File: config.mk
export PLATFORM = sky130hd
export DESIGN_NAME = dmem_block_responder
export DESIGN_NICKNAME = d
export VERILOG_FILES = /design/src/rtl/dmem_block_responder.sv
export SDC_FILE = /design/constraint.sdc
export NUM_CORES = 2
export LEC_CHECK = 0
export ABC_AREA = 1
export BUFFER_PORTS_ARGS = -buffer_cell sky130_fd_sc_hd__buf_2
export CORE_MARGIN = 3
export CORE_UTILIZATION = 57
export DETAILED_ROUTE_END_ITERATION = 7
export GPL_ROUTABILITY_DRIVEN = 0
export PLACE_DENSITY = 0.75
export REMOVE_ABC_BUFFERS = 1
export SYNTH_ARGS = -nofsm -noshare
export SYNTH_HDL_FRONTEND = slang
export SYNTH_SLANG_ARGS = --single-unit
File: constraint.sdc
create_clock -name clock -period 3.1 [get_ports clock]
set_input_delay 0.465 -clock clock [delete_from_list [all_inputs] [get_ports clock]]
set_output_delay 0.465 -clock clock [all_outputs]
set_load 0.01 [all_outputs]
File: src/rtl/dmem_block_responder.sv
// Block-granular data memory answering data-cache refill and write-back requests
// over a busywait handshake. Optional macro DMEM_RESET_CLEAR_EN zeroes the store on reset.
module dmem_block_responder #(
    parameter int LATENCY = 5,
    parameter int NBLOCKS = 64
) (
    input  logic        clock,
    input  logic        reset,
    input  logic        read,
    input  logic        write,
    input  logic [5:0]  address,
    input  logic [31:0] writedata,
    output logic [31:0] readdata,
    output logic        busywait
);

    typedef enum logic [1:0] {IDLE, BUSY, DONE} state_t;

    localparam logic [3:0] CNT_LOAD = 4'(LATENCY - 1);

    state_t      state;
    state_t      state_next;
    logic [3:0]  cnt;
    logic        op_write;
    logic [5:0]  addr_q;
    logic [31:0] data_q;
    logic        access;
    logic [5:0]  blk;
    logic [31:0] mem [NBLOCKS];

    // Out-of-range block addresses fold back onto the store.
    function automatic logic [5:0] wrap(input logic [5:0] a);
        return 6'(32'(a) % NBLOCKS);
    endfunction

    assign blk = wrap(addr_q);

    always_ff @(posedge clock) begin
        if (reset) state <= IDLE;
        else       state <= state_next;
    end

    always_comb begin
        state_next = state;
        busywait   = 1'b0;
        access     = 1'b0;
        case (state)
            IDLE: begin
                if (read || write) begin
                    busywait   = 1'b1;
                    state_next = BUSY;
                end
            end
            BUSY: begin
                busywait = 1'b1;
                if (cnt == 4'd0) begin
                    access     = 1'b1;
                    state_next = DONE;
                end
            end
            // DONE ignores read/write so a request still held high is not re-served.
            DONE:    state_next = IDLE;
            default: state_next = IDLE;
        endcase
    end

    // NOTE: sequential state uses non-blocking assignments so every register samples pre-edge values.
    always_ff @(posedge clock) begin
        if (reset) begin
            cnt      <= 4'd0;
            op_write <= 1'b0;
            addr_q   <= 6'd0;
            data_q   <= 32'd0;
            readdata <= 32'd0;
        end else begin
            case (state)
                IDLE: begin
                    if (read || write) begin
                        op_write <= write;
                        addr_q   <= address;
                        data_q   <= writedata;
                        cnt      <= CNT_LOAD;
                    end
                end
                BUSY: begin
                    if (cnt != 4'd0) cnt <= cnt - 4'd1;
                    if (access && !op_write) readdata <= mem[blk];
                end
                default: ;
            endcase
        end
    end

`ifdef DMEM_RESET_CLEAR_EN
    always_ff @(posedge clock) begin
        if (reset) begin
            for (int i = 0; i < NBLOCKS; i++) mem[i] <= 32'd0;
        end else if (access && op_write) begin
            mem[blk] <= data_q;
        end
    end
`else
    // NOTE: the store has no reset so it maps onto plain RAM; reset only blocks the pending write.
    always_ff @(posedge clock) begin
        if (!reset && access && op_write) mem[blk] <= data_q;
    end
`endif

endmodule

======== Yosys cells after proc, flatten, opt, wreduce, memory -nomap -nowiden ========
Memory sizes are Yosys's and may differ from the RTL's. A register that Yosys moved wholly into a read port is not among the register bits.
Cells that the tools add are included.
word-level totals
  bits in registers ....................... 45
  bits in writable memories ............... 2048
  input bits .............................. 42
  word-level logic and storage cells ...... 37
  memories kept ........................... 1
cells by class
  add/subtract/negate cells ............... 1
  equal/unequal tests ..................... 4
  multiplexer cells ....................... 12
  reductions and logical operators ........ 14
memory list
  name  words  bits a word  rd ports  clocked after Yosys merged registers in  wr ports  line  source
  mem   64     32           1         1                                        1         29    logic [31:0] mem [NBLOCKS];
operator list
  cell                                                                 count
  4-bit two-way mux                                                    2
  4-bit case mux with 2 select lines                                   1
  2-bit inequality test (second input constant)                        3
  2-bit AND reduction                                                  3
  1-bit two-way mux                                                    5
  4-bit logical NOT                                                    1
  2-bit two-way mux                                                    2
  2-bit case mux with 2 select lines                                   1
  4-bit nonzero test                                                   1
  4-bit by 1-bit subtractor with 4-bit output (second input constant)  1
  1-bit logical AND                                                    3
  3-bit AND reduction                                                  1
  2-bit by 1-bit == test with 1-bit output (second input constant)     1
  1-bit logical NOT                                                    2
  2-bit logical NOT                                                    1
  1-bit case mux with 2 select lines                                   1
  2-bit nonzero test                                                   1
  1-bit logical OR                                                     1

======== Longest topological paths before layout ========
  depth in word-level cells ............... 7
  gate-level depth with buffers ........... 13
  gate-level depth less buffers ........... 10

======== Least setup slack after synthesis ========
OpenSTA, ideal clock, no wires.
  path kind ............................... reg2reg
  start point ............................. reg cnt[0]
  end point ............................... mem mem[0][0] (enable)
  arrival ................................. 2.858 ns
  data required time ...................... 2.679 ns
  setup slack ............................. -0.179 ns
  cell stages (with the launch flop) ...... 9
  buffers on the path ..................... 0
  period minus slack after synthesis ...... 3.279 ns
  cells stage by stage .................... dfxtp_1 inv_1 ha_1 inv_1 nor2_1 nand3_1 nor3b_2 nand3_1 nor2_1
on the way
  cells in the longest elaborated chain, start to end .. 7
ends and longest elaborated chain
  item                                     line  source
  start, declared                          23    logic [3:0] cnt;
  start signal, assigned                   86    if (cnt != 4'd0) cnt <= cnt - 4'd1;
  4-bit logical NOT                        56    if (cnt == 4'd0) begin
  1-bit two-way mux                        56
  1-bit two-way mux                        47    case (state)
  1-bit logical AND (2 in a row)           105   if (!reset && access && op_write) mem[blk] <= data_q;
  1-bit two-way mux                        105
  1-bit two-way mux (not written as such)  105
  end, declared                            29
No other way between the ends.

==> key figures <==
Detailed routing
  • Wire length per cell: 23.13 µm
  • DR pass1 iterations: 7
  • Post-route DRC: 0
  • DR iter-0 viols: 7,962
  • Vias per inst: 5.717
  • Final ANT Viol Nets: 0
  • Via count: 59,730
  • Total Wirelength: 241.7 mm

Synth
  • Post-synth top flop: edfxtp_1
  • Cell variety after synth: 26
  • Post-synth EDFFs: 2,048
  • Register area share after synthesis: 0.7123
  • Syn Area/Cell: 11.06 µm²
  • Post-Syn Area: 0.08850 mm²
  • FFs w/ async S/R, synth: 0
  • Top-area cell type share of the netlist area: 0.6949
  • Synth cell count leaders: edfxtp_1, nand2_1, inv_1
  • Synth area leader: edfxtp_1
  • Synth warn: 0
  • Synth area leaders: edfxtp_1, nand2_1, inv_1
  • Flops & latches, synth: 2,125
  • Top-count cell post-synth: edfxtp_1
  • Syn Inst Count: 8,003

GRT
  • Largest net degree at the start of global routing: 137
  • Total track usage: 0.3034
  • Vias in the first global route: 58,740
  • Total congestion overflow: 0
  • Global-route wire length before repair: 357.4 mm
  • Initial antenna violation count: 4

Timing
  • Worst Tran Pin Value: 1.202 ns
  • Fin. Hold Viols: 0
  • Setup Skew: 0.04274 ns
  • Setup tns final: 0 ns
  • Min Clock Period, post-route: 3.079 ns
  • Period Utilization, post-route: 0.9932
  • Slew margin rel.: 0.1983
  • Maximum clock frequency: 0.3248 GHz
  • Hold_ws: 0.1548 ns
  • RSZ-0062 raised after global routing: false
  • Finish-stage setup viols: 0
  • Fin. max-slew vios: 0

Die
  • I/O Pins: 75
  • Die Ht: 400.0 µm
  • Core ar.: 0.1532 mm²
  • Initial Utilization: 0.5778
  • Horiz. Die Dim: 400.0 µm
  • # rows: 143
  • Die area: 0.1600 mm²

Setup path
  • Crit path buffers/inverters: 3
  • Slowest library cell on the worst path: dfxtp_4
  • Kind of critical path: reg2reg
  • Crit-path leading delay family: buffers and inverters
  • CP Capture Type: flip-flop
  • Worst Path Arrival: 3.79 ns
  • Crit path max fanout: 44
  • Critical Path RT: 3.81 ns
  • CP Cell Sequence: buf_12, buf_12, buf_4, nand2_1, nand3_1, nand2_1, o21ai_0, nand3_1, nor2_1, a21oi_1
  • Critical Path Source Type: flip-flop
  • Worst path max stage delay: 0.76 ns

Power
  • Leakage: 41.01 nW
  • Pwr/cell area: 677.5 mW/mm²
  • Max VDD drop: 0.5956 mV

Worst hold path
  • Worst min path class: in2reg

CTS
  • Clk sink count: 2,125
  • Longest Clk Path Bufs: 3
  • CTS buffer count: 207
  • Clock transition at path regs: 0.06 ns
  • Root Driver: clkbuf_16
  • H-tree depth: 4
  • CTS tree: done
  • Clk_lat worst skew: 0.87 ns

Place
  • Port bufs: 74
  • DP Cell Count: 10,020
  • Detail Placement HPWL: 137.7 mm

Cells and area
  • Fin cells: 10,450
  • Share of cells above drive strength 1: 0.1273
  • Layout Utilization: 0.6570
  • Final #Nets: 8,278
  • Layout area overhead: 13.70%

Run
  • Max-cap violations: 0

Run status
  • Status: complete, no violations
[cells in the final DEF (no fill, tap or decap), types with 46 or more instances in the layout]
| master | instances |
|---|---|
| edfxtp_1 | 2048 |
| nand2_1 | 1930 |
| inv_1 | 1234 |
| nand3_1 | 682 |
| nor2_1 | 581 |
| or2_2 | 297 |
| o21ai_0 | 290 |
| clkbuf_16 | 209 |
| buf_4 | 198 |
| o21ai_1 | 167 |
| o211ai_1 | 160 |
| buf_12 | 96 |
| buf_2 | 74 |
| nor2_4 | 68 |
| clkbuf_1 | 54 |
| clkinv_1 | 46 |
[cell families (layout without fill, tap and decap cells)]
kind of cell / Yosys count / count (layout) / synth area share
fa+ha+maj: 1 / 1 / 0.0001414
other cells: 0 / 4 / 0
buf+inv: 1623 / 2035 / 0.07408
xor+xnor: 1 / 1 / 0.00009898
compound gates: 659 / 659 / 0.04185
simple gates: 3594 / 3594 / 0.1715
flops: 2125 / 2125 / 0.7123
[path summary, 6_finish.rpt]
check,start,endpoint,slack (ns),depth (start not counted)
max,addr_q[0],readdata[7],0.02,10
min,address[5],addr_q[5],0.15,3
max reg2reg,addr_q[0],readdata[7],0.02,10
min reg2reg,data_q[6],mem[57][6],0.49,0
[stage by stage]
step | setup WS (ns) | cell area [µm²] | total power, W
after floorplan | -43.41 | 86600 | 0.03926
after global placement | 0.2026 | 93530 | 0.04335
after detailed placement | 0.2281 | 93530 | 0.04365
after CTS | 0.1364 | 100600 | 0.06809
after global routing | 0.04881 | 100600 | 0.07018
final | 0.02110 | 100600 | 0.06817
[registers in the layout, indices dropped and copies added (netlist names)]
name	cells
state	2
cnt	4
mem	2048
data_q	32
op_write	1
addr_q	6
readdata	32
[tightest hold or removal path: stages]
cell and delay, ns:
buf_2 0.24, o21ai_0 0.20, a21oi_1 0.04
[report_power, final]
group | leakage, nW | total (W) | internal, W | switching (W)
registers | 19.4 | 0.0339 | 0.0328 | 0.00107
clock network | 3.26 | 0.0247 | 0.0139 | 0.0108
logic | 18.4 | 0.00952 | 0.00270 | 0.00682
[routing by layer]
metal  up-vias  share of wire  global-route usage
met5         -       0.000099                   0
met4         4          0.047              0.1406
met3       631           0.12             0.06956
met2      3628           0.46              0.4821
met1     28720           0.37              0.4003
li1      26750              -                   -
[final cells by class]
cell class | count | area, µm²
Clock inverter | 113 | 1085
Clock buffer | 276 | 5612
Sequential cell | 2125 | 63090
Fill cell | 10700 | 52530
Multi-Input combinational cell | 4255 | 19450
Inverter | 1239 | 4667
Timing Repair Buffer | 407 | 4169
Antenna cell | 4 | 10.01
Tap cell | 2030 | 2540
[what timing repair did]
action                    CTS  global route
buffers inserted            0             0
hold endpoints to repair   41             0
hold buffers               39             0
gates resized for setup     0             0
Power figures use the tool's default switching activity.
